$ cat config.mk
export PLATFORM = sky130hd
export DESIGN_NAME = rpc2_ctrl_fifo_sync_arbiter
export DESIGN_NICKNAME = d
export VERILOG_FILES = /design/src/rtl/rpc2_ctrl_pkg.sv /design/src/rtl/rpc2_ctrl_rr_arbiter.sv /design/src/rtl/rpc2_ctrl_fifo_sync_arbiter.sv
export SDC_FILE = /design/constraint.sdc
export NUM_CORES = 1
export LEC_CHECK = 0
export ABC_AREA = 1
export BUFFER_PORTS_ARGS = -buffer_cell sky130_fd_sc_hd__buf_2
export CORE_UTILIZATION = 25
export DETAILED_ROUTE_END_ITERATION = 8
export GPL_TIMING_DRIVEN = 0
export PLACE_DENSITY = 0.48
export RECOVER_POWER = 50
export SLEW_MARGIN = 40
export SYNTH_ARGS = -nofsm -noshare
export SYNTH_HDL_FRONTEND = slang
export SYNTH_HIERARCHICAL = 1
export SYNTH_SLANG_ARGS = --single-unit
$ cat constraint.sdc
create_clock -name wr_clk -period 1.6 [get_ports wr_clk]
set_input_delay 0.32 -clock wr_clk [delete_from_list [all_inputs] [get_ports wr_clk]]
set_output_delay 0.32 -clock wr_clk [all_outputs]
set_load 0.02 [all_outputs]
$ cat src/rtl/rpc2_ctrl_pkg.sv
// Shared definitions for rpc2 shared-port controllers: FSM encoding and FIFO word layout.
package rpc2_ctrl_pkg;

   typedef enum logic {
      IDLE = 1'b0,
      LOCK = 1'b1
   } arb_state_t;

   // Bit position of the last flag in a {last, id, data} FIFO word.
   function automatic int unsigned last_bit(input int unsigned data_width,
                                            input int unsigned id_width);
      return data_width + id_width;
   endfunction

   // Lowest bit of the id field.
   function automatic int unsigned id_lsb(input int unsigned data_width);
      return data_width;
   endfunction

   // Lowest bit of the data field.
   function automatic int unsigned data_lsb();
      return 0;
   endfunction

endpackage

$ cat src/rtl/rpc2_ctrl_rr_arbiter.sv
// Combinational rotating-priority picker: first set request at or after rr_ptr wins.
module rpc2_ctrl_rr_arbiter #(
   parameter int unsigned NUM_REQ  = 4,
   parameter int unsigned ID_WIDTH = 2
) (
   input  logic [NUM_REQ-1:0]  req,
   input  logic [ID_WIDTH-1:0] rr_ptr,
   output logic                gnt_valid,
   output logic [ID_WIDTH-1:0] gnt_id
);

   localparam int unsigned SEL_W = (NUM_REQ > 1) ? $clog2(NUM_REQ) : 1;

   int unsigned idx;

   // Scan from the farthest offset down so the nearest request to rr_ptr is kept last.
   always_comb begin
      gnt_valid = 1'b0;
      gnt_id    = '0;
      idx       = 0;
      for (int k = NUM_REQ - 1; k >= 0; k--) begin
         idx = 32'(rr_ptr) + 32'(k);
         if (idx >= NUM_REQ) begin
            idx = idx - NUM_REQ;
         end
         if (req[idx[SEL_W-1:0]]) begin
            gnt_valid = 1'b1;
            gnt_id    = ID_WIDTH'(idx);
         end
      end
   end

endmodule

$ cat src/rtl/rpc2_ctrl_fifo_sync_arbiter.sv
// Round-robin burst arbiter sharing one synchronizer write port; words are tagged {last, id, data}.
module rpc2_ctrl_fifo_sync_arbiter
   import rpc2_ctrl_pkg::*;
#(
   parameter int unsigned NUM_REQ        = 4,
   parameter int unsigned DATA_WIDTH     = 8,
   parameter int unsigned ID_WIDTH       = 2,
   parameter int unsigned TIMEOUT_CYCLES = 256
) (
   input  logic                              wr_clk,
   input  logic                              wr_rst_n,
   input  logic [NUM_REQ-1:0]                req_valid,
   input  logic [NUM_REQ-1:0]                req_last,
   input  logic [NUM_REQ*DATA_WIDTH-1:0]     req_data,
   output logic [NUM_REQ-1:0]                req_ready,
   output logic                              fifo_wr_en,
   output logic [DATA_WIDTH+ID_WIDTH:0]      fifo_wr_data,
   input  logic                              fifo_wr_ready,
   output logic [ID_WIDTH-1:0]               grant_id,
   output logic                              busy,
   output logic                              err_timeout
);

   localparam int unsigned FIFO_WIDTH = DATA_WIDTH + ID_WIDTH + 1;
   localparam int unsigned LAST_BIT   = last_bit(DATA_WIDTH, ID_WIDTH);
   localparam int unsigned ID_LSB     = id_lsb(DATA_WIDTH);
   localparam int unsigned DATA_LSB   = data_lsb();
   localparam int unsigned SEL_W      = (NUM_REQ > 1) ? $clog2(NUM_REQ) : 1;

   arb_state_t              state_q, state_d;
   logic [ID_WIDTH-1:0]     rr_ptr_q;
   logic                    gnt_valid;
   logic [ID_WIDTH-1:0]     gnt_id;
   logic [SEL_W-1:0]        g_sel;
   logic                    own_valid;
   logic                    own_last;
   logic [DATA_WIDTH-1:0]   own_data;
   logic                    xfer;
   logic [FIFO_WIDTH-1:0]   word;

   rpc2_ctrl_rr_arbiter #(
      .NUM_REQ  (NUM_REQ),
      .ID_WIDTH (ID_WIDTH)
   ) u_rr_arbiter (
      .req       (req_valid),
      .rr_ptr    (rr_ptr_q),
      .gnt_valid (gnt_valid),
      .gnt_id    (gnt_id)
   );

   // Owner's lane selected by the registered grant.
   assign g_sel     = grant_id[SEL_W-1:0];
   assign own_valid = req_valid[g_sel];
   assign own_last  = req_last[g_sel];
   assign own_data  = req_data[g_sel*DATA_WIDTH +: DATA_WIDTH];
   assign busy      = (state_q == LOCK);

   // Word assembly from the layout constants.
   always_comb begin
      word                              = '0;
      word[LAST_BIT]                    = own_last;
      word[ID_LSB +: ID_WIDTH]          = grant_id;
      word[DATA_LSB +: DATA_WIDTH]      = own_data;
   end

   // Next state and the combinational write-port path.
   always_comb begin
      state_d      = state_q;
      req_ready    = '0;
      fifo_wr_en   = 1'b0;
      fifo_wr_data = '0;
      xfer         = 1'b0;
      case (state_q)
         IDLE: begin
            if (gnt_valid) begin
               state_d = LOCK;
            end
         end
         LOCK: begin
            fifo_wr_en       = own_valid;
            req_ready[g_sel] = fifo_wr_ready;
            fifo_wr_data     = word;
            xfer             = own_valid & fifo_wr_ready;
            if (xfer && own_last) begin
               state_d = IDLE;
            end
         end
         default: state_d = IDLE;
      endcase
   end

   // State, grant and round-robin pointer registers.
   always_ff @(posedge wr_clk or negedge wr_rst_n) begin
      if (!wr_rst_n) begin
         state_q  <= IDLE;
         rr_ptr_q <= '0;
         grant_id <= '0;
      end else begin
         state_q <= state_d;
         if (state_q == IDLE && gnt_valid) begin
            grant_id <= gnt_id;
         end
         if (state_q == LOCK && xfer && own_last) begin
            rr_ptr_q <= (grant_id == ID_WIDTH'(NUM_REQ - 1)) ? '0 : grant_id + ID_WIDTH'(1);
         end
      end
   end

   if (TIMEOUT_CYCLES > 0) begin : g_wdog
      localparam int unsigned      SC_W   = (TIMEOUT_CYCLES > 1) ? $clog2(TIMEOUT_CYCLES) : 1;
      localparam logic [SC_W-1:0]  SC_MAX = SC_W'(TIMEOUT_CYCLES - 1);

      logic [SC_W-1:0] stall_cnt;
      logic            stall;

      assign stall = (state_q == LOCK) && !xfer;

      // Stall watchdog: saturating count of transfer-free LOCK cycles, one pulse on reaching the limit.
      always_ff @(posedge wr_clk or negedge wr_rst_n) begin
         if (!wr_rst_n) begin
            stall_cnt   <= '0;
            err_timeout <= 1'b0;
         end else begin
            err_timeout <= stall && (stall_cnt != SC_MAX) && ((stall_cnt + SC_W'(1)) == SC_MAX);
            if (!stall) begin
               stall_cnt <= '0;
            end else if (stall_cnt != SC_MAX) begin
               stall_cnt <= stall_cnt + SC_W'(1);
            end
         end
      end
   end else begin : g_no_wdog
      assign err_timeout = 1'b0;
   end

endmodule
[Word-level counts from Yosys, hierarchy flattened]
Cells that the tools add are included.
W data, S select, Z words.
Operators by class
  $lt $le $gt $ge: 10
  divide/modulo/power cells: 0
  multipliers: 0
  multiplexer cells: 36
  shift operators: 1
  add/sub/neg operators: 9
  reduce and logical (&&, ||, !) cells: 9
  bitwise logic cells: 3
  eq/ne operators: 4
Operator list (count)
  $shiftx A32 B6 Y8: 1
  $mux W2: 9
  $mux W8: 2
  $lt A2 B3 Y1 const B: 5
  $mux W1: 15
  $bmux W1 S2: 6
  $mux W11: 1
  $ge A3 B3 Y1 const B: 3
  $add A8 B1 Y8 const B: 1
  $eq A8 B8 Y1 const B: 1
  $logic_and A1 B1 Y1: 8
  $ne A8 B8 Y1 const B: 1
  $sub A2 B1 Y2 const B: 4
  $add A2 B2 Y3 const B: 2
  $and A4 B4 Y4: 1
  $mux W4: 1
  $add A2 B1 Y3 const B: 1
  $ge A2 B3 Y1 const B: 1
  $add A2 B1 Y2 const B: 1
  $demux W1 S2: 1
  $eq A2 B2 Y1 const B: 1
  $ge A2 B1 Y1 const B: 1
  $ne A2 B1 Y1 const B: 1
  $pmux W1 S2: 1
  3 further kinds: 3
Word-level totals
  latch bits: 0
  output and inout bits: 20
  bits in writable memories: 0
  memories kept: 0
  ROM bits: 0
  bits in registers: 14
  input bits: 43

[Longest topological paths before layout]
  depth in word-level cells: 11
  gate-level depth with buffers: 11
  depth with buffers taken out: 11

[Modules after synthesis]
The synthesis kept the hierarchy.
Modules (own cells, without submodules)
  rpc2_ctrl_fifo_sync_arbiter: area each 1228.7 um^2, cells an instance 198, instances 1
  rpc2_ctrl_rr_arbiter: area each 212.7 um^2, cells an instance 46, instances 1

[Least setup slack after synthesis]
No wires, ideal clock.
  kind: register -> output
  from: reg grant_id[1]
  to: out req_ready[0]
  data required time: 1.280 ns
  slack: -0.161 ns
  buffers on the path: 1
  arrival time: 1.441 ns
  stages on the path, launching flop included: 6
  cell sequence: dfrtp_1 > inv_1 > clkbuf_1 > ha_1 > inv_1 > nor2_1
On the way
  word-level cells in the longest chain between the ends: 6
RTL lines
  start, declared: RTL line rpc2_ctrl_fifo_sync_arbiter.sv:19  | output logic [ID_WIDTH-1:0] grant_id,
  start signal, assigned: RTL line rpc2_ctrl_fifo_sync_arbiter.sv:101  | grant_id <= gnt_id;
  $lt A2 B3 Y1 (not written as such) / $ge A2 B1 Y1 (equally long branches): RTL line rpc2_ctrl_fifo_sync_arbiter.sv:81  | req_ready[g_sel] = fifo_wr_ready;
  $logic_and A1 B1 Y1 (not written as such): RTL line rpc2_ctrl_fifo_sync_arbiter.sv:81
  $mux W1 (not written as such): RTL line rpc2_ctrl_fifo_sync_arbiter.sv:81
  $demux W1 S2 (*): RTL line rpc2_ctrl_fifo_sync_arbiter.sv:81
  $and A4 B4 Y4 (no line) (*)
  $mux W4 (*): RTL line rpc2_ctrl_fifo_sync_arbiter.sv:73  | case (state_q)
  end, declared: RTL line rpc2_ctrl_fifo_sync_arbiter.sv:15  | output logic [NUM_REQ-1:0] req_ready,
Every way passes the cells marked *; elsewhere a longest branch is shown, timed or not.

[Worst setup path after layout]
  from: reg grant_id[0]
  to: out fifo_wr_data[0]
On the way
  word-level cells in the longest chain between the ends: 2
RTL lines
  $shiftx A32 B6 Y8: RTL line rpc2_ctrl_fifo_sync_arbiter.sv:55  | assign own_data = req_data[g_sel*DATA_WIDTH +: DATA_WIDTH];
  $mux W11: RTL line rpc2_ctrl_fifo_sync_arbiter.sv:73
  end, declared: RTL line rpc2_ctrl_fifo_sync_arbiter.sv:17  | output logic [DATA_WIDTH+ID_WIDTH:0] fifo_wr_data,
No other way between the ends.

==> metrics.cfg <==
[global_routing]
grt_max_degree=15
grt_pass1_wl_um=7700
overflow=0
antenna_found_initial=0
first_global_vias=1687
grt_usage=0.161

[final_layout]
layout.cells.most_common=nand2_1
final_cell_mix=60 x nand2_1, 46 x buf_2, 34 x nor2_1
num-nets-final=386
fin_area_um2=2420
syn_to_final_growth_pct=68.1
antennaDiodeCount=0
post-route-util=0.437
drive_gt1_frac=0.482

[status]
violations=negative setup slack
status=finished with violations

[critical_path]
crit_path_end_kind=output pin
rr_worst_depth=9
r2r_end=g_wdog.stall_cnt[4]
r2r_slack_ps=80
crit_type=reg -> out
critPathLaunchType=flip-flop
path_max_fanout=5
worst_ep_arrival_time_ps=1490
required_ps=1280
r2r_start=grant_id[0]

[yosys]
synth_ff_type=dfrtp_1
syn_inst=244
seq_area_frac_synth=0.243
synth_edf_count=0
ys_types=26
synth.net_count=293
syn-cell-area_um2=1440
ys_seq_elements=14
async_flop_share=1.00
postSynthAreaPerCell_um2=5.91
synth_warnings=6

[timing]
finalWorstSetupSlack_ps=-207
period_needed_ps=1810
setup_viol=14
relSlewSlack=0.500
rsz0062_at_grt=yes
final-max-slew-violation-count=0
whs_ps=499
worst_slew_pin_slew_ps=749
finClkSkew_ps=7.09
finalHoldViolations=0
clock.fmax_mhz=553
fin_crit_sh=1.13

[detailed_routing]
drcViolationCount=0
drt_wl_total_um=4870
avgViaCountPerCell=4.50
ant_nets=0
num_vias=1835
wl_per_cell_um=11.9
first_pass_iters=4
detail_route.iter0.violations=46

[place]
dp_hpwl_um=3240
io_buffers=62
place_congestion=0.856
placedInstanceArea_um2=1880

[min_path]
hold_path_end=rr_ptr_q[0]
holdPathStages=4
hold_class=in -> reg
hp-start=fifo_wr_ready

[floorplanning]
fp.dieW_um=77.9
die_y_um=77.9
rows=27
io_pins=63
start_util=0.260
core-area_um2=5540
dieArea_um2=6070

[cts]
clock-root-buffer=clkbuf_8
cts.sink_count=14
cts_tree=done
clockBufferDepth=2
cts_inserted_buffers=3
path_clk_slew_ps=60
htreeDepth=1
worstSkewPairLatency_ps=250

[run]
maxCapViolCount=0

[power]
powerDensity_nw_per_um2=1980
peakVddDrop_v=0.000967
leakage_nw=1.24

[report_power, final]
part,leakage (nW),internal (mW),switching (mW),total (mW)
Combinational,1.04,1.83,2.08,3.91
Clock,0.0228,0.176,0.125,0.301
Sequential,0.177,0.457,0.125,0.582
Total,1.24,2.47,2.33,4.79
[repair_timing]
action	4_1_cts	5_1_grt
pin swaps	18	14
gates cloned	4	0
resized for setup	70	24
setup endpoints to repair	15	17
setup buffers	15	6
hold buffers	1	0
endpoints found under the hold margin	14	0
[stage by stage]
stage	cells	setup TNS, ps	power [mW]	worst slack, ps
finish	408	-1830	4.79	-207
detailed placement	378	-1150	3.17	-154
CTS	402	-1670	4.49	-154
global route	408	-2840	5.16	-272
global placement	378	-1200	3.18	-168
floorplan	244	0	2.48	15.2
[per-layer routing]
layer / vias to the layer above / GRT usage / part of all wire
li1: 950 / - / -
met1: 810 / 0.184 / 0.43
met2: 68 / 0.298 / 0.49
met3: 7 / 0.0341 / 0.066
met4: 0 / 0.0444 / 0.013
met5: - / 0 / 0
[how the worst max path moves through the flow]
stage | startpoint | to | slack, ps | cells past startpoint
6_report | grant_id[0] | fifo_wr_data[0] | -210 | 7
5_1_grt | grant_id[0] | fifo_wr_data[0] | -270 | 7
4_1_cts | grant_id[0] | fifo_wr_data[7] | -150 | 7
3_5_place_dp | grant_id[0] | fifo_wr_data[7] | -150 | 6
3_3_place_gp | grant_id[0] | fifo_wr_data[7] | -170 | 6
2_1_floorplan | grant_id[1] | fifo_wr_data[3] | 20 | 5
[critical path, cell delays in order (launching register included)]
cell and delay [ps]:
dfrtp_2 430, buf_6 150, buf_8 130, nor2_2 160
nor2_2 70, o21ai_2 60, a21oi_2 70, buf_4 160
[flip-flops by register name (all words and copies together), names as in the netlist]
| register | cells |
|---|---|
| busy | 1 |
| err_timeout | 1 |
| g_wdog.stall_cnt | 8 |
| grant_id | 2 |
| rr_ptr_q | 2 |
[cell usage after synthesis, types with 2 or more instances]
cell | instances | share of area
nand3_2 | 2 | 0.014
nand2_1 | 62 | 0.16
inv_1 | 27 | 0.070
o21ai_0 | 13 | 0.045
nand4_1 | 4 | 0.017
nand2_2 | 5 | 0.022
nor2_1 | 53 | 0.14
o21ai_1 | 7 | 0.024
buf_2 | 3 | 0.010
clkinv_1 | 2 | 0.0052
nand3_1 | 16 | 0.056
a21oi_1 | 13 | 0.045
nor2_2 | 2 | 0.0087
buf_6 | 3 | 0.023
ha_1 | 6 | 0.052
inv_2 | 3 | 0.0078
dfrtp_1 | 14 | 0.24
[cell families (layout without fill, tap and decap cells)]
family          count (synthesis)  after routing  synth area share
simple gates                  148            148             0.451
buf+inv                        41            133             0.128
compound gates                 35             35             0.126
flops                          14             14             0.243
fa+ha+maj                       6              6            0.0521
[cell type report]
type	count	area [um2]
clock buffers	4	45.0
well taps	72	90.1
repair buffers	88	624
plain buffers	8	108
flip-flops and latches	14	353
multi-input cells	189	1070
inverters	33	129
fillers	589	3120
Power figures use the tool's default switching activity.
